`config.mk`:
```
export PLATFORM = sky130hd
export DESIGN_NAME = chisq_accum
export DESIGN_NICKNAME = d
export VERILOG_FILES = /design/src/rtl/chisq_accum.sv
export SDC_FILE = /design/constraint.sdc
export NUM_CORES = 1
export LEC_CHECK = 0
export ABC_AREA = 1
export BUFFER_PORTS_ARGS = -buffer_cell sky130_fd_sc_hd__buf_2
export CAP_MARGIN = 30
export CELL_PAD_IN_SITES_DETAIL_PLACEMENT = 1
export CELL_PAD_IN_SITES_GLOBAL_PLACEMENT = 1
export CORE_MARGIN = 4
export CORE_UTILIZATION = 50
export CTS_CLUSTER_DIAMETER = 80
export DETAILED_ROUTE_END_ITERATION = 6
export GPL_TIMING_DRIVEN = 0
export PLACE_DENSITY_LB_ADDON = 0.1
export SYNTH_ARGS = -nofsm -noshare
export SYNTH_HDL_FRONTEND = slang
export SYNTH_SLANG_ARGS = --single-unit
```
`constraint.sdc`:
```
create_clock -name CLOCK -period 14 [get_ports CLOCK]
set_clock_uncertainty 0.05 [all_clocks]
set_input_delay 1.4 -clock CLOCK [delete_from_list [all_inputs] [get_ports CLOCK]]
set_output_delay 1.4 -clock CLOCK [all_outputs]
set_load 0.02 [all_outputs]
```
`src/rtl/chisq_accum.sv`:
```
// Chi-square accumulator: sums floor(TERM^2 / 2^SHIFT) over TERMS residuals per track,
// saturating at the result width, and presents the registered total with a one-cycle strobe.
module chisq_accum #(
  parameter int unsigned PARAMETERBITS = 14,
  parameter int unsigned TERMBITS      = 12,
  parameter int unsigned TERMS         = 6,
  parameter int unsigned SHIFT         = 10
) (
  input  logic                     CLOCK,
  input  logic                     RESET,
  input  logic                     START,
  input  logic                     TERM_VALID,
  input  logic [TERMBITS-1:0]      TERM,
  output logic [PARAMETERBITS-1:0] CHI,
  output logic                     CHI_VALID,
  output logic                     BUSY,
  output logic                     SAT
);

  localparam int unsigned SQW  = 2 * TERMBITS;
  localparam int unsigned SUMW = ((SQW > PARAMETERBITS) ? SQW : PARAMETERBITS) + 1;
  localparam int unsigned CNTW = (TERMS > 1) ? $clog2(TERMS + 1) : 1;

  localparam logic [1:0] IDLE  = 2'd0;
  localparam logic [1:0] ACCUM = 2'd1;
  localparam logic [1:0] DONE  = 2'd2;

  logic [1:0]               state;
  logic [PARAMETERBITS-1:0] acc;
  logic [CNTW-1:0]          cnt;
  logic                     sat_q;
  logic [PARAMETERBITS-1:0] chi_q;

  logic [TERMBITS-1:0]      mag;
  logic [SQW-1:0]           sq;
  logic [SQW-1:0]           sq_shifted;
  logic [SUMW-1:0]          sum;
  logic                     overflow;
  logic [PARAMETERBITS-1:0] acc_next;
  logic                     last_term;

  // Magnitude is taken as unsigned so the most negative input squares exactly.
  always_comb begin
    mag        = TERM[TERMBITS-1] ? (~TERM + 1'b1) : TERM;
    sq         = {{TERMBITS{1'b0}}, mag} * {{TERMBITS{1'b0}}, mag};
    sq_shifted = sq >> SHIFT;
    sum        = SUMW'(acc) + SUMW'(sq_shifted);
    overflow   = |sum[SUMW-1:PARAMETERBITS];
    acc_next   = overflow ? '1 : sum[PARAMETERBITS-1:0];
    last_term  = (cnt == CNTW'(TERMS - 1));
  end

  always_ff @(posedge CLOCK) begin
    if (RESET) begin
      state <= IDLE;
      acc   <= '0;
      cnt   <= '0;
      sat_q <= 1'b0;
      chi_q <= '0;
    end else begin
      case (state)
        IDLE: begin
          if (START) begin
            acc   <= '0;
            cnt   <= '0;
            sat_q <= 1'b0;
            state <= ACCUM;
          end
        end
        ACCUM: begin
          if (START) begin
            acc   <= '0;
            cnt   <= '0;
            sat_q <= 1'b0;
          end else if (TERM_VALID) begin
            acc   <= acc_next;
            cnt   <= cnt + 1'b1;
            sat_q <= sat_q | overflow;
            if (last_term) begin
              chi_q <= acc_next;
              state <= DONE;
            end
          end
        end
        DONE: begin
          if (START) begin
            acc   <= '0;
            cnt   <= '0;
            sat_q <= 1'b0;
            state <= ACCUM;
          end else begin
            state <= IDLE;
          end
        end
        default: state <= IDLE;
      endcase
    end
  end

  assign CHI       = chi_q;
  assign SAT       = sat_q;
  assign CHI_VALID = (state == DONE);
  assign BUSY      = (state == ACCUM);

endmodule

```
Yosys cells after proc, flatten, opt, wreduce, memory -nomap -nowiden --
Cells that the tools add are included. W data, S select, Z words.
Word-level totals: bits in registers 34, input bits 16, output and inout bits 17, logic and storage cells 48
Operators by class: $add $sub $neg 3, multiply operators 1, equality and inequality tests 9, mux-type cells 20, bitwise gates (word level) 3, reductions and logical operators 7
Operators by type and width (count):
- $mux W14 | 4
- $pmux W14 S2 | 1
- $mul A12 B12 Y24 | 1
- $add A14 B14 Y15 | 1
- $add A12 B1 Y12 const B | 1
- $mux W12 | 1
- $not A12 Y12 | 1
- $reduce_or A11 Y1 | 1
- $mux W3 | 3
- $mux W2 | 4
- $reduce_and A4 Y1 | 2
- $ne A2 B2 Y1 const B | 3
- $pmux W2 S3 | 1
- $pmux W3 S2 | 1
- $mux W1 | 4
- $ne A2 B1 Y1 const B | 2
- $add A3 B1 Y3 const B | 1
- $eq A3 B3 Y1 const B | 1
- $ne A3 B3 Y1 const B | 1
- $reduce_and A3 Y1 | 1
- $eq A2 B1 Y1 const B | 1
- $eq A2 B2 Y1 const B | 1
- $logic_not A2 Y1 | 1
- $pmux W1 S2 | 1
- 4 further kinds | 4

Depth between registers and ports, before layout --
Gate-level depths: netlist (run 1).
word-level depth 10, depth in mapped cells 43, depth with buffers taken out 43

Worst setup path before layout (run 1) --
No wires, ideal clock.
kind input -> register, start input port TERM[0], end register chi_q[10], in the netlist CHI[10], setup time 0.114 ns, data arrival time 7.895 ns, required time 13.836 ns, slack 5.942 ns, cell stages on the path 37, path buffers 1, cells stage by stage clkinv_1 -> ha_1 -> nand2_4 -> nor2_2 -> nand2_2 -> nor3_1 -> or3_1 -> nand2_2 -> inv_4 -> nor2_4 -> inv_2 -> fa_1 -> inv_1 -> fa_1 -> inv_1 -> fa_1 -> inv_1 -> fa_1 -> inv_1 -> fa_1 -> inv_1 -> ha_1 -> a21oi_1 -> o21ai_0 -> a21oi_1 -> o21ai_1 -> a21oi_1 -> xnor2_1 -> ha_1 -> a21o_1 -> a21oi_2 -> nand3_2 -> a21oi_4 -> buf_6 -> nand3_2 -> o21ai_1 -> inv_1
On the way: longest elaborated chain between the ends 7
RTL lines:
- start, declared | line 13 | input logic [TERMBITS-1:0] TERM,
- $not A12 Y12 | line 44 | mag = TERM[TERMBITS-1] ? (~TERM + 1'b1) : TERM;
- $add A12 B1 Y12 | line 44
- $mux W12 * | line 44
- $mul A12 B12 Y24 * | line 45 | sq = {{TERMBITS{1'b0}}, mag} * {{TERMBITS{1'b0}}, mag};
- $add A14 B14 Y15 * | line 47 | sum = SUMW'(acc) + SUMW'(sq_shifted);
- $reduce_or A11 Y1 | line 48 | overflow = |sum[SUMW-1:PARAMETERBITS];
- $mux W14 * | line 49 | acc_next = overflow ? '1 : sum[PARAMETERBITS-1:0];
- end signal, assigned | line 80 | chi_q <= acc_next;
- end, declared | line 32 | logic [PARAMETERBITS-1:0] chi_q;
Every way passes the cells marked *; elsewhere a longest branch is shown, timed or not. A chain may end at the register's enable or synchronous reset.

Worst setup path in the final report (run 1) --
Ends and elaborated chain as after synthesis.

==> summary.md, run 1 <==
| Metric | Value |
|---|---|
| Area growth syn-to-layout | `9.03%` |
| Syn_area_per_cell | `approximately 7.3 µm²` |
| Worst setup SP type | `primary input` |
| Rows | `40` |
| Post-synth cell types | `45` |
| Most frequent cells in the layout | `inv_1 (192), nand2_1 (178), fa_1 (81)` |
| Initial antenna violation count | `0` |
| Post-CTS Setup Bufs | `0` |
| Final ANT Viol Nets | `0` |
| Post-CTS Hold Buffers | `0` |
| Hold crit path type | `reg -> reg` |
| DRC | `0` |
| Die span in x | `between 100 and 150 µm` |
| Slowest cell on the critical path | `fa_1` |
| Routed via count | `approximately 5600` |
| Fmax | `between 100 and 150 MHz` |
| Gate Count Post-Synth | `864` |
| WS Path Type | `in -> reg` |
| Via/cell ratio | `roughly 5` |
| Port Buffers | `32` |
| RSZ-0062 raised after global routing | `false` |
| Fillcell total | `roughly 1600` |
| Yosys warns | `0` |
| CP Data Required Time | `between 10 and 15 ns` |
| Routed WL | `between 15000 and 20000 µm` |
| Seq/Total Area, Yosys | `0.109` |
| Most common cell on crit path | `inv_1` |
| Number of synthesized flops with an enable pin | `0` |
| Die footprint | `approximately 14000 µm²` |
| IO Pins | `33` |
| Worst-path clk slew | `approximately 0.050 ns` |
| Max Cap Viol | `0` |
| H-tree levels | `2` |
| Setup TNS | `0 ns` |
| Iteration-0 DRC Markers | `181` |
| CORE AREA | `between 10000 and 15000 µm²` |
| CTS Buf Count | `5` |
| Initial core utilization | `0.515` |
| Skew-Pair Late Insertion Delay | `roughly 0.28 ns` |
| Worst Path Arrival | `9.24 ns` |
| DP HPWL | `14800 µm` |
| Gpl congestion | `0.862` |
| Setup Viol. Count Final | `0` |
| Commonest non-fill, non-tap cell in the layout | `inv_1` |
| Post-Synth Adder-Cell Area | `0.397` |
| Post-layout net count | `roughly 1100` |
| Worst Setup End Kind | `flip-flop` |
| Min Tclk post-route | `~9.1 ns` |
| Final Util | `0.562` |
| Largest family of logic cells by synthesized area | `adder cells` |
| Detailed Routing Iterations Pass 1 | `4` |
| Vias in the first global route | `6107` |
| WL per Instance | `approximately 15 µm` |
| Xor and xnor area share after synthesis | `0.0332` |
| Max incr delay on CP | `roughly 0.54 ns` |
| Crit path max fanout | `10` |
| Simple-gate area share of the yosys netlist | `0.223` |
| Post-synthesis mux area share | `0` |
| Largest net degree at the start of global routing | `11` |
| First-pass GRT wire length | `around 28000 µm` |
| TritonCTS clock tree | `built` |
| Clock root buffer | `clkbuf_16` |
| Async SR Flop Fraction | `0` |
| Die Y | `about 120 µm` |
| GRT Total Usage | `0.242` |
| Worst slew pin tran | `between 0.6 and 0.7 ns` |
| Total gr overflow | `0` |
| Post-cts resize count | `0` |
| Max-slew violation count | `0` |
| Synthesized flop and latch total | `34` |
| Slack of the worst reg-to-reg path | `11.80 ns` |
| Complex-gate fraction of the synthesized area | `0.102` |
| Primary FF master, synth | `dfxtp_1` |
| Ant diodes | `0` |
| Share of cells above drive strength 1 | `0.101` |
| CTS Sinks | `34` |
| Max_slew headroom | `0.575` |
| Longest Clk Path Bufs | `2` |
| Status | `finished, final reports clean` |
| Final hold violation count | `0` |
| Cell Area, Synth | `roughly 6300 µm²` |
| Tcrit/Tclk final | `0.651` |
-- flip-flops by register name, summed over array words and instances, names as in the netlist --
register  count
CHI          14
SAT           1
acc          14
cnt           3
state         2
-- logic make-up after synthesis --
| kind of cell | after synthesis |
|---|---|
| buf+inv | 221 |
| other cells | 2 |
| compound gates | 113 |
| flops | 34 |
| fa+ha+maj | 150 |
| simple gates | 322 |
| xor+xnor | 22 |
-- final cells by class --
| cell class | instances | area, µm² | share of cell area |
|---|---|---|---|
| clock inverter | 1 | 30.0 | 0.00440 |
| clock buffer | 6 | 139 | 0.0203 |
| inverter | 211 | 795 | 0.116 |
| buffer | 10 | 57.6 | 0.00843 |
| sequential | 34 | 681 | 0.0997 |
| tap | 168 | 210 | 0.0308 |
| multi-input combinational | 616 | 4760 | 0.697 |
| timing repair buffer | 32 | 160 | 0.0234 |
-- per-stage QoR --
step                cell area [µm²]  hold slack (ns)  setup WS (ns)  std cells
floorplan                      6290            0.386           5.94        871
global placement               6660            0.399           4.91       1071
detailed placement             6660            0.407           4.68       1071
CTS                            6830            0.416           4.95       1078
global route                   6830            0.441           4.33       1078
finish                         6830            0.412           4.88       1078
-- worst paths after layout --
check	end	cells past startpoint	from
worst max-delay path	CHI[10]	38	TERM[0]
worst min register to register	CHI[4]	2	CHI[4]
worst min-delay path	CHI[4]	2	CHI[4]
worst max register to register	acc[12]	11	acc[0]
-- worst max-delay path: cells and delay by family --
| family | cells | cell delay [ns] |
|---|---|---|
| AOI/OAI and AO/OA | 6 | 1.26 |
| xor gates and xnor gates | 1 | 0.22 |
| adders and majority gates | 8 | 3.65 |
| buffers and inverters | 11 | 1.16 |
| and+or+nand+nor | 12 | 1.55 |
-- synthesized netlist by cell type, types with 2 or more instances --
library cell,count,share of area
buf_2,4,0.0032
xor2_1,13,0.018
inv_1,192,0.12
xor2_2,2,0.0052
inv_2,15,0.0090
conb_1,2,0.0012
nor3_1,5,0.0040
nor2_1,76,0.046
dfxtp_1,34,0.11
a21oi_2,2,0.0028
clkbuf_1,3,0.0018
o21ai_0,28,0.022
o21ai_1,6,0.0048
a31oi_1,7,0.0070
or3_1,2,0.0020
ha_1,69,0.14
nand3_1,30,0.024
nand2_1,178,0.11
nor2_4,3,0.0054
fa_1,81,0.26
nand4_1,5,0.0050
a21oi_1,53,0.042
buf_6,2,0.0036
o21bai_1,4,0.0048
nand2_4,2,0.0036
nor3_2,2,0.0032
clkinv_1,3,0.0018
o21ai_2,3,0.0042
a21o_1,4,0.0048
nand2_2,8,0.0080
nand3_2,4,0.0064
xnor2_1,7,0.0098
nor2_2,3,0.0030
-- routing by layer --
layer | vias to the layer above | wire length [µm] | track usage
li1 | 2718 | - | -
met1 | 2756 | 7450 | 0.309
met2 | 60 | 8590 | 0.447
met3 | 19 | 441 | 0.0269
met4 | 0 | 189 | 0.0358
met5 | - | 0 | 0
Power of run 1 is left out: the tool's default activity adds up to more than one toggle a clock period on the data nets, which glitch-free logic cannot reach.
==> inputs of run 2 (changes only) <==
Settings changed: ABC_AREA 1 to 0, CORE_UTILIZATION 50 to 44.
Clock period 14 ns to 7.6 ns, I/O delays scaled along.
==> summary.md, run 2 <==
| Metric | Value |
|---|---|
| Status | `complete, but fails checks` |
| Failing checks | `setup timing` |
| Iteration-0 DRC Markers | `approximately 340` |
| Final Util | `0.634` |
| Min Tclk post-route | `around 8.2 ns` |
| Max incr delay on CP | `~0.58 ns` |
| Area of the multi-input gates | `around 5400 µm²` |
| Cell Area, Synth | `5760 µm²` |
| WS Path Type | `in -> reg` |
| Sequential cell area | `about 680 µm²` |
| Hold_sp | `acc[5]` |
| Gpl congestion | `0.864` |
| First-pass GRT wire length | `~32000 µm` |
| Worst Path Arrival | `about 8.3 ns` |
| Final ANT Viol Nets | `0` |
| Max-slew violation count | `0` |
| Seq/Total Area, Yosys | `0.118` |
| Port Buffers | `32` |
| Die span in x | `approximately 120 µm` |
| Fmax | `~120 MHz` |
| Area growth syn-to-layout | `40.2%` |
| Most frequent cell after synthesis | `inv_1` |
| Tcrit/Tclk final | `1.08` |
| Synth top area cells | `fa_1 (28%), ha_1 (15%), dfxtp_1 (12%), inv_1 (9.5%), nor2_1 (4.4%)` |
| Primary FF master, synth | `dfxtp_1` |
| Number of synthesized flops with an enable pin | `0` |
| Worst Setup End Kind | `flip-flop` |
| Most frequent cells in the layout | `inv_1 (127), buf_4 (78), fa_1 (76)` |
| Slowest cell on the critical path | `fa_1` |
| CORE AREA | `12700 µm²` |
| CP Launch Point | `TERM[4]` |
| Post-synth cell types | `a little over 60` |
| Skew-Pair Late Insertion Delay | `between 0.2 and 0.3 ns` |
| CP delay by family, top | `adder cells` |
| Largest net degree at the start of global routing | `11` |
| Initial core utilization | `0.452` |
| Synthesized flop and latch total | `34` |
| Via/cell ratio | `roughly 5.5` |
| Share of cells above drive strength 1 | `0.346` |
| Commonest non-fill, non-tap cell in the layout | `inv_1` |
| Post-layout net count | `between 900 and 1000` |
| Rows | `41` |
| Fillcell total | `between 1000 and 1500` |
| Vias in the first global route | `6049` |
| Detailed Routing Iterations Pass 1 | `4` |
| RSZ-0062 raised after global routing | `true` |
| Hold crit path type | `reg -> reg` |
| Leading area contributor after synthesis | `fa_1` |
| Reg2reg start | `acc[0]` |
| CTS Buf Count | `5` |
| Setup Viol. Count Final | `29` |
| Async SR Flop Fraction | `0` |
| DP HPWL | `~13000 µm` |
| Gate Count Post-Synth | `~680` |
| Syn_area_per_cell | `8.48 µm²` |
| Total gr overflow | `0` |
| CP Buf/Inv Count | `10` |
| Setup TNS | `-14.58 ns` |
| Max_slew headroom | `0.559` |
| Crit path max fanout | `4` |
| TritonCTS clock tree | `built` |
| WL per Instance | `22.5 µm` |
| Worst slew pin tran | `between 0.6 and 0.7 ns` |
| Worst-path clk slew | `around 0.06 ns` |
| Most common cell on crit path | `fa_1` |
| Routed WL | `roughly 22000 µm` |
| Post-CTS Hold Buffers | `0` |
| Initial antenna violation count | `0` |
| CP Data Required Time | `around 7.7 ns` |
| H-tree levels | `2` |
| DRC | `0` |
| Clock root buffer | `clkbuf_16` |
| Setup ws final | `-0.628 ns` |
| Ant diodes | `0` |
| Synth top area share | `0.282` |
| Die Y | `between 100 and 150 µm` |
| Top cells by count, synth | `inv_1 (146), fa_1 (81), ha_1 (69)` |
| Routed via count | `5466` |
| CTS Sinks | `34` |
| GRT Total Usage | `0.273` |
| IO Pins | `33` |
| Longest Clk Path Bufs | `2` |
| Yosys warns | `0` |
| Worst setup SP type | `primary input` |
| Final hold violation count | `0` |
| Max Cap Viol | `0` |
| Die footprint | `about 15000 µm²` |
==> run 2: changes by cell type after synthesis, sizes merged, moves of 8 or more <==
cell	change
clkbuf	+8
a211oi	+14
nor2	-14
nand3	-23
inv	-61
a21oi	-25
xnor2	+19
o21ai	-17
a21o	+10
nand2	-131
==> run 2: worst paths after layout <==
check / endpoint / slack, ns / cells past startpoint
setup reg to reg: acc[12] / 4.97 / 11
hold reg to reg: acc[5] / 0.42 / 2
hold / removal: acc[5] / 0.42 / 2
setup / recovery: CHI[11] / -0.63 / 34
==> run 2: what timing repair did <==
action | 4_1_cts | 5_1_grt
setup endpoints to repair | 29 | 29
gates cloned | 1 | 0
pin swaps | 116 | 50
resized for setup | 148 | 39
setup buffers | 77 | 14
==> run 2: cells by family (layout without fill, tap and decap cells) <==
| group | after synthesis | after routing | synth area share |
|---|---|---|---|
| and+or+nand+nor | 175 | 175 | 0.136 |
| adders and majority gates | 150 | 150 | 0.432 |
| other | 2 | 9 | 0.00130 |
| xor gates and xnor gates | 39 | 39 | 0.0607 |
| buffers and inverters | 159 | 289 | 0.104 |
| muxes | 2 | 2 | 0.00370 |
| AOI/OAI and AO/OA | 118 | 118 | 0.144 |
| DFF | 34 | 34 | 0.118 |
==> run 2: layout make-up <==
cell class | instances | area share
Multi-Input combinational cell | 493 | 0.669
Timing Repair Buffer | 124 | 0.122
Sequential cell | 34 | 0.0843
Inverter | 147 | 0.0704
Tap cell | 172 | 0.0267
Clock buffer | 8 | 0.0206
Buffer | 10 | 0.00651
==> run 2: metal layers <==
| layer | wire length [µm] | global-route usage | up-vias |
|---|---|---|---|
| met1 | 7920 | 0.300 | 2754 |
| met5 | 0 | 0 | - |
| met4 | 1190 | 0.114 | 0 |
| met2 | 12100 | 0.519 | 181 |
| met3 | 953 | 0.0396 | 96 |
| li1 | - | - | 2435 |
==> run 2: metrics by stage <==
stage                     hold slack [ns]  cell area [µm²]  setup slack, ns  instances
after CTS                           0.406             7790           -0.234        975
after floorplan                     0.379             6030           -0.129        686
after global routing                0.436             8070           -0.828        988
after detailed placement            0.411             6410            -1.59        890
final                               0.417             8070           -0.628        988
after global placement              0.394             6410            -1.48        890
==> run 2: tightest hold or removal path, cell delays in order (launching register included) <==
cell and delay (ns):
dfxtp_1 0.31, nand2_1 0.06, o21ai_1 0.05
Power of run 2 is left out for the same reason.
